`config.mk`:
```
export PLATFORM = sky130hd
export DESIGN_NAME = memory_arbiter
export DESIGN_NICKNAME = d
export VERILOG_FILES = /design/src/rtl/memory_arbiter.sv
export SDC_FILE = /design/constraint.sdc
export NUM_CORES = 1
export LEC_CHECK = 0
export CORE_UTILIZATION = 41
export CTS_CLUSTER_SIZE = 24
export DETAILED_ROUTE_END_ITERATION = 16
export MAX_ROUTING_LAYER = met4
export PLACE_DENSITY = 0.91
export RECOVER_POWER = 25
export SYNTH_ARGS = -nofsm -noshare
export SYNTH_HDL_FRONTEND = slang
export SYNTH_SLANG_ARGS = --single-unit
```
`constraint.sdc`:
```
create_clock -name CLK -period 1.6 [get_ports CLK]
set_input_delay 0.4 -clock CLK [delete_from_list [all_inputs] [get_ports CLK]]
set_output_delay 0.4 -clock CLK [all_outputs]
set_load 0.01 [all_outputs]
```
`src/rtl/memory_arbiter.sv`:
```
// memory_arbiter: AXI4-Lite master serialising rv32i instruction fetches and load/stores.
// Define MEMORY_ARBITER_INSTR_PROT_EN to tag fetches as instruction accesses on ARPROT.
module memory_arbiter #(
    parameter int ADDR_WIDTH = 32,
    parameter int DATA_WIDTH = 32,
    parameter int STRB_WIDTH = DATA_WIDTH / 8
) (
    input  logic                  CLK,
    input  logic                  RSTn,
    output logic                  M_AXI_AWVALID,
    input  logic                  M_AXI_AWREADY,
    output logic [ADDR_WIDTH-1:0] M_AXI_AWADDR,
    output logic [2:0]            M_AXI_AWPROT,
    output logic                  M_AXI_WVALID,
    input  logic                  M_AXI_WREADY,
    output logic [DATA_WIDTH-1:0] M_AXI_WDATA,
    output logic [STRB_WIDTH-1:0] M_AXI_WSTRB,
    input  logic                  M_AXI_BVALID,
    output logic                  M_AXI_BREADY,
    input  logic [1:0]            M_AXI_BRESP,
    output logic                  M_AXI_ARVALID,
    input  logic                  M_AXI_ARREADY,
    output logic [ADDR_WIDTH-1:0] M_AXI_ARADDR,
    output logic [2:0]            M_AXI_ARPROT,
    input  logic                  M_AXI_RVALID,
    output logic                  M_AXI_RREADY,
    input  logic [DATA_WIDTH-1:0] M_AXI_RDATA,
    input  logic [1:0]            M_AXI_RRESP,
    input  logic [DATA_WIDTH-1:0] pc,
    input  logic                  pc_valid,
    output logic [DATA_WIDTH-1:0] instruction,
    output logic                  instruction_valid,
    input  logic [DATA_WIDTH-1:0] addr,
    input  logic [DATA_WIDTH-1:0] write_data,
    output logic [DATA_WIDTH-1:0] read_data,
    input  logic                  read_enable,
    input  logic                  write_enable,
    input  logic [STRB_WIDTH-1:0] write_strobe,
    output logic                  operation_valid
);
`ifdef MEMORY_ARBITER_INSTR_PROT_EN
    localparam logic [2:0] FETCH_PROT = 3'b100;
`else
    localparam logic [2:0] FETCH_PROT = 3'b000;
`endif

    typedef enum logic [2:0] {IDLE, F_AR, F_R, L_AR, L_R, S_AW_W, S_B} state_t;

    state_t state;
    logic   aw_done;
    logic   w_done;
    logic   unused_resp;

    // Responses are treated as OKAY regardless of their code.
    assign unused_resp  = ^{M_AXI_BRESP, M_AXI_RRESP};
    assign M_AXI_AWPROT = 3'b000;
    assign aw_done      = !M_AXI_AWVALID || M_AXI_AWREADY;
    assign w_done       = !M_AXI_WVALID || M_AXI_WREADY;

    always_ff @(posedge CLK) begin
        if (!RSTn) begin
            state             <= IDLE;
            M_AXI_AWVALID     <= 1'b0;
            M_AXI_AWADDR      <= '0;
            M_AXI_WVALID      <= 1'b0;
            M_AXI_WDATA       <= '0;
            M_AXI_WSTRB       <= '0;
            M_AXI_BREADY      <= 1'b0;
            M_AXI_ARVALID     <= 1'b0;
            M_AXI_ARADDR      <= '0;
            M_AXI_ARPROT      <= 3'b000;
            M_AXI_RREADY      <= 1'b0;
            instruction       <= '0;
            instruction_valid <= 1'b0;
            read_data         <= '0;
            operation_valid   <= 1'b0;
        end else begin
            instruction_valid <= 1'b0;
            operation_valid   <= 1'b0;
            case (state)
                IDLE: begin
                    if (write_enable) begin
                        M_AXI_AWADDR  <= ADDR_WIDTH'(addr);
                        M_AXI_WDATA   <= write_data;
                        M_AXI_WSTRB   <= write_strobe;
                        M_AXI_AWVALID <= 1'b1;
                        M_AXI_WVALID  <= 1'b1;
                        state         <= S_AW_W;
                    end else if (read_enable) begin
                        M_AXI_ARADDR  <= ADDR_WIDTH'(addr);
                        M_AXI_ARPROT  <= 3'b000;
                        M_AXI_ARVALID <= 1'b1;
                        state         <= L_AR;
                    end else if (pc_valid) begin
                        M_AXI_ARADDR  <= ADDR_WIDTH'(pc);
                        M_AXI_ARPROT  <= FETCH_PROT;
                        M_AXI_ARVALID <= 1'b1;
                        state         <= F_AR;
                    end
                end
                F_AR, L_AR: begin
                    if (M_AXI_ARREADY) begin
                        M_AXI_ARVALID <= 1'b0;
                        M_AXI_RREADY  <= 1'b1;
                        state         <= (state == F_AR) ? F_R : L_R;
                    end
                end
                F_R: begin
                    if (M_AXI_RVALID) begin
                        M_AXI_RREADY      <= 1'b0;
                        instruction       <= M_AXI_RDATA;
                        instruction_valid <= 1'b1;
                        state             <= IDLE;
                    end
                end
                L_R: begin
                    if (M_AXI_RVALID) begin
                        M_AXI_RREADY    <= 1'b0;
                        read_data       <= M_AXI_RDATA;
                        operation_valid <= 1'b1;
                        state           <= IDLE;
                    end
                end
                S_AW_W: begin
                    // Address and data channels complete independently, in either order.
                    if (M_AXI_AWREADY) M_AXI_AWVALID <= 1'b0;
                    if (M_AXI_WREADY) M_AXI_WVALID <= 1'b0;
                    if (aw_done && w_done) begin
                        M_AXI_BREADY <= 1'b1;
                        state        <= S_B;
                    end
                end
                S_B: begin
                    if (M_AXI_BVALID) begin
                        M_AXI_BREADY    <= 1'b0;
                        operation_valid <= 1'b1;
                        state           <= IDLE;
                    end
                end
                default: state <= IDLE;
            endcase
        end
    end
endmodule

```
==> flow_summary.toml <==
[synthesis]
ys_top_cells_by_area = "dfxtp_1 53%, nand2_1 16%, a21oi_1 11%"
syn_area_mm2 = 0.00660
synth_edf_count = 0
async_flop_share_pct = 0
synth_top_cell_by_area = "dfxtp_1"
syn_inst = 795
synthFlopType = "dfxtp_1"
yosysSeqAreaShare_pct = 52.8
syn_avg_cell_area_um2 = 8.30
ys.warnings.count = 0
ys_types = 33
synth_top_area_share_pct = 52.8
synth_seq_cells = 174

[place]
hpwl_mm = 15.0
place_congestion = 0.823
dp_cells = 1295
place_ws_ps = -372
io_buffers = 312
post_dp_cell_area_mm2 = 0.0101

[hold_path]
hp-class = "reg -> reg"

[clock_network]
htree_num_levels = 4
clk_transition_reported_paths_ps = 70
cts_buffer_depth = 2
cts_tree = "done"
clock-root-buffer = "clkbuf_16"
cts_buffers = 17
cts.sink_count = 174
clk_latency_ps = 420

[finish]
drive_gt1_share_pct = 9.82
final_nets = 1253
regArea_mm2 = 0.00348
layout_commonest_cell = "nand2_1"
finalNonFillerCells = 1336
mostFrequentLayoutCells = "273 x nand2_1, 173 x dfxtp_1, 171 x dlygate4sd2_1, 140 x clkdlybuf4s50_1, 139 x a21oi_1"
multiInputGateArea_mm2 = 0.00284
diodes = 0
syn_to_final_growth_pct = 62.3
n_fill_cell = 1269
final_area_mm2 = 0.0107
finish.utilization_pct = 67.9

[critical_path]
crit_type = "reg -> reg"
r2r_cells = 6
crit_path_start = "state[2]"
critPathRequiredTime_ps = 1940
critPathArrivalTime_ps = 1890
cp_max_fo = 8
cp-end-kind = "register"
rrSetupSlack_ps = 50
start_kind = "register"
crit_path_end = "M_AXI_ARADDR[15]"
reg2reg_to = "M_AXI_ARADDR[15]"
r2r_start = "state[2]"

[routing]
vias = 6763
ant_nets = 0
drc = 0
drt-total-wl_mm = 22.5
dr.pass1.iters = 5
first_iter_violations = 289
wl_per_cell_um = 16.8
via_per_inst = 5.06

[floorplan]
fp-row-count = 46
die-area_mm2 = 0.0166
die_w_um = 129
core-area_mm2 = 0.0158
initial_core_util_pct = 41.8
ios = 323
dieHeight_um = 129

[timing]
drv_slew = 0
fin_skew_ps = 14.4
min_period_over_period_pct = 96.8
timing.hold.ws_ps = 450
rsz0062_at_grt = "true"
hold_violations = 0
setup_viol = 0
fin_crit_ps = 1550
setup_ws_ps = 51.3
fmax_mhz = 646

[global_routing]
grtUsageTotal_pct = 26.1
grt_max_degree = 52
grt_pass1_wl_mm = 32.4
antenna_found_initial = 0
grt_overflow_total = 0
grt_pass1_vias = 6461

[outcome]
status = "finished, final reports clean"

[pwr]
comb_power_share_pct = 35.6
power_density_mw_per_mm2 = 1450
peakVddDrop_mv = 0.920
clkPwrFrac_pct = 28.8
power.internal_mw = 10.3
p_seq_share_pct = 35.6
swShare_pct = 33.6
power.leakage_nw = 4.73
p_sw_mw = 5.21

[job]
cap_violations = 0
[routing by layer]
| layer | routed length (µm) | global-route usage, % |
|---|---|---|
| met1 | 8530 | 27.5 |
| met2 | 11400 | 45.1 |
| met3 | 1610 | 7.28 |
| met4 | 913 | 12.6 |
| met5 | 0 | - |
[logic make-up (layout without fill, tap and decap cells)]
group                  Yosys count  after routing  synth area share (%)
buffers and inverters           69            389                  5.02
flip-flops                     174            174                  52.8
AND/OR/NAND/NOR                338            338                  20.3
other                            1              6                0.0568
multiplexers                    35             35                  5.31
AO/OA/AOI/OAI                  178            178                  16.5
[area by class of cell]
cell class              count  area share [%]
well taps                 216            2.52
clock buffers              17            3.97
inverters                   1          0.0584
flip-flops and latches    174            32.5
repair buffers            356            32.4
clock inverters            15            1.95
multi-input cells         557            26.5
[flip-flops by register name, summed over array words and instances (netlist names)]
name	cells
M_AXI_RREADY	1
M_AXI_BREADY	1
M_AXI_ARADDR	32
instruction_valid	1
M_AXI_ARVALID	1
instruction	32
M_AXI_AWADDR	32
read_data	32
state	3
operation_valid	1
M_AXI_WSTRB	4
M_AXI_WDATA	32
M_AXI_AWVALID	1
M_AXI_WVALID	1
[timing repair]
item                                    4_1_cts  5_1_grt
hold buffers                                  0        0
setup buffers                                 2        0
endpoints found under the setup margin      190       96
gates resized for setup                     172        9
pin swaps                                     0        5
cloned                                        1        6
[cells in the mapped netlist (3+ instances only)]
cell type	instances
dfxtp_1	174
buf_4	9
nor3b_1	5
a211oi_2	20
a21oi_1	139
buf_2	19
o21ai_0	3
mux2i_1	35
nor2_1	41
nand2_1	274
nor2b_1	4
a211oi_1	12
clkbuf_1	36
[critical path, stage by stage, from the launching register on]
cell and delay (ps):
dfxtp_2 320, or3_4 400, nor3_4 160, buf_6 170
buf_6 160, nor2_1 70, a211oi_2 190
[worst min path at each step]
| stage | start | to | slack [ps] | cells past startpoint |
|---|---|---|---|---|
| 2_1_floorplan | M_AXI_AWADDR[0] | M_AXI_AWADDR[0] | 480 | 2 |
| 3_3_place_gp | M_AXI_WDATA[21] | M_AXI_WDATA[21] | 440 | 2 |
| 3_5_place_dp | M_AXI_WDATA[30] | M_AXI_WDATA[30] | 450 | 2 |
| 4_1_cts | M_AXI_AWADDR[21] | M_AXI_AWADDR[21] | 450 | 2 |
| 5_1_grt | instruction[30] | instruction[30] | 470 | 2 |
| 6_report | M_AXI_WDATA[13] | M_AXI_WDATA[13] | 450 | 2 |
[metrics by stage]
| stage | total power, mW | TNS [ps] |
|---|---|---|
| 2_1_floorplan | 8.27 | 0 |
| 3_3_place_gp | 10.9 | -27950 |
| 3_5_place_dp | 11.1 | -35410 |
| 4_1_cts | 15.1 | 0 |
| 5_1_grt | 16.3 | -320 |
| 6_report | 15.5 | 0 |
[power by group through the flow]
stage	registers [mW]	clock network [mW]	logic [mW]
final	5.53	4.46	5.52
after detailed placement	5.65	0	5.46
after floorplan	5.98	0	2.28
after global routing	5.62	4.71	5.94
after global placement	5.59	0	5.32
after CTS	5.52	4.54	5.08
Note: power is estimated with default switching activity, not from simulation.
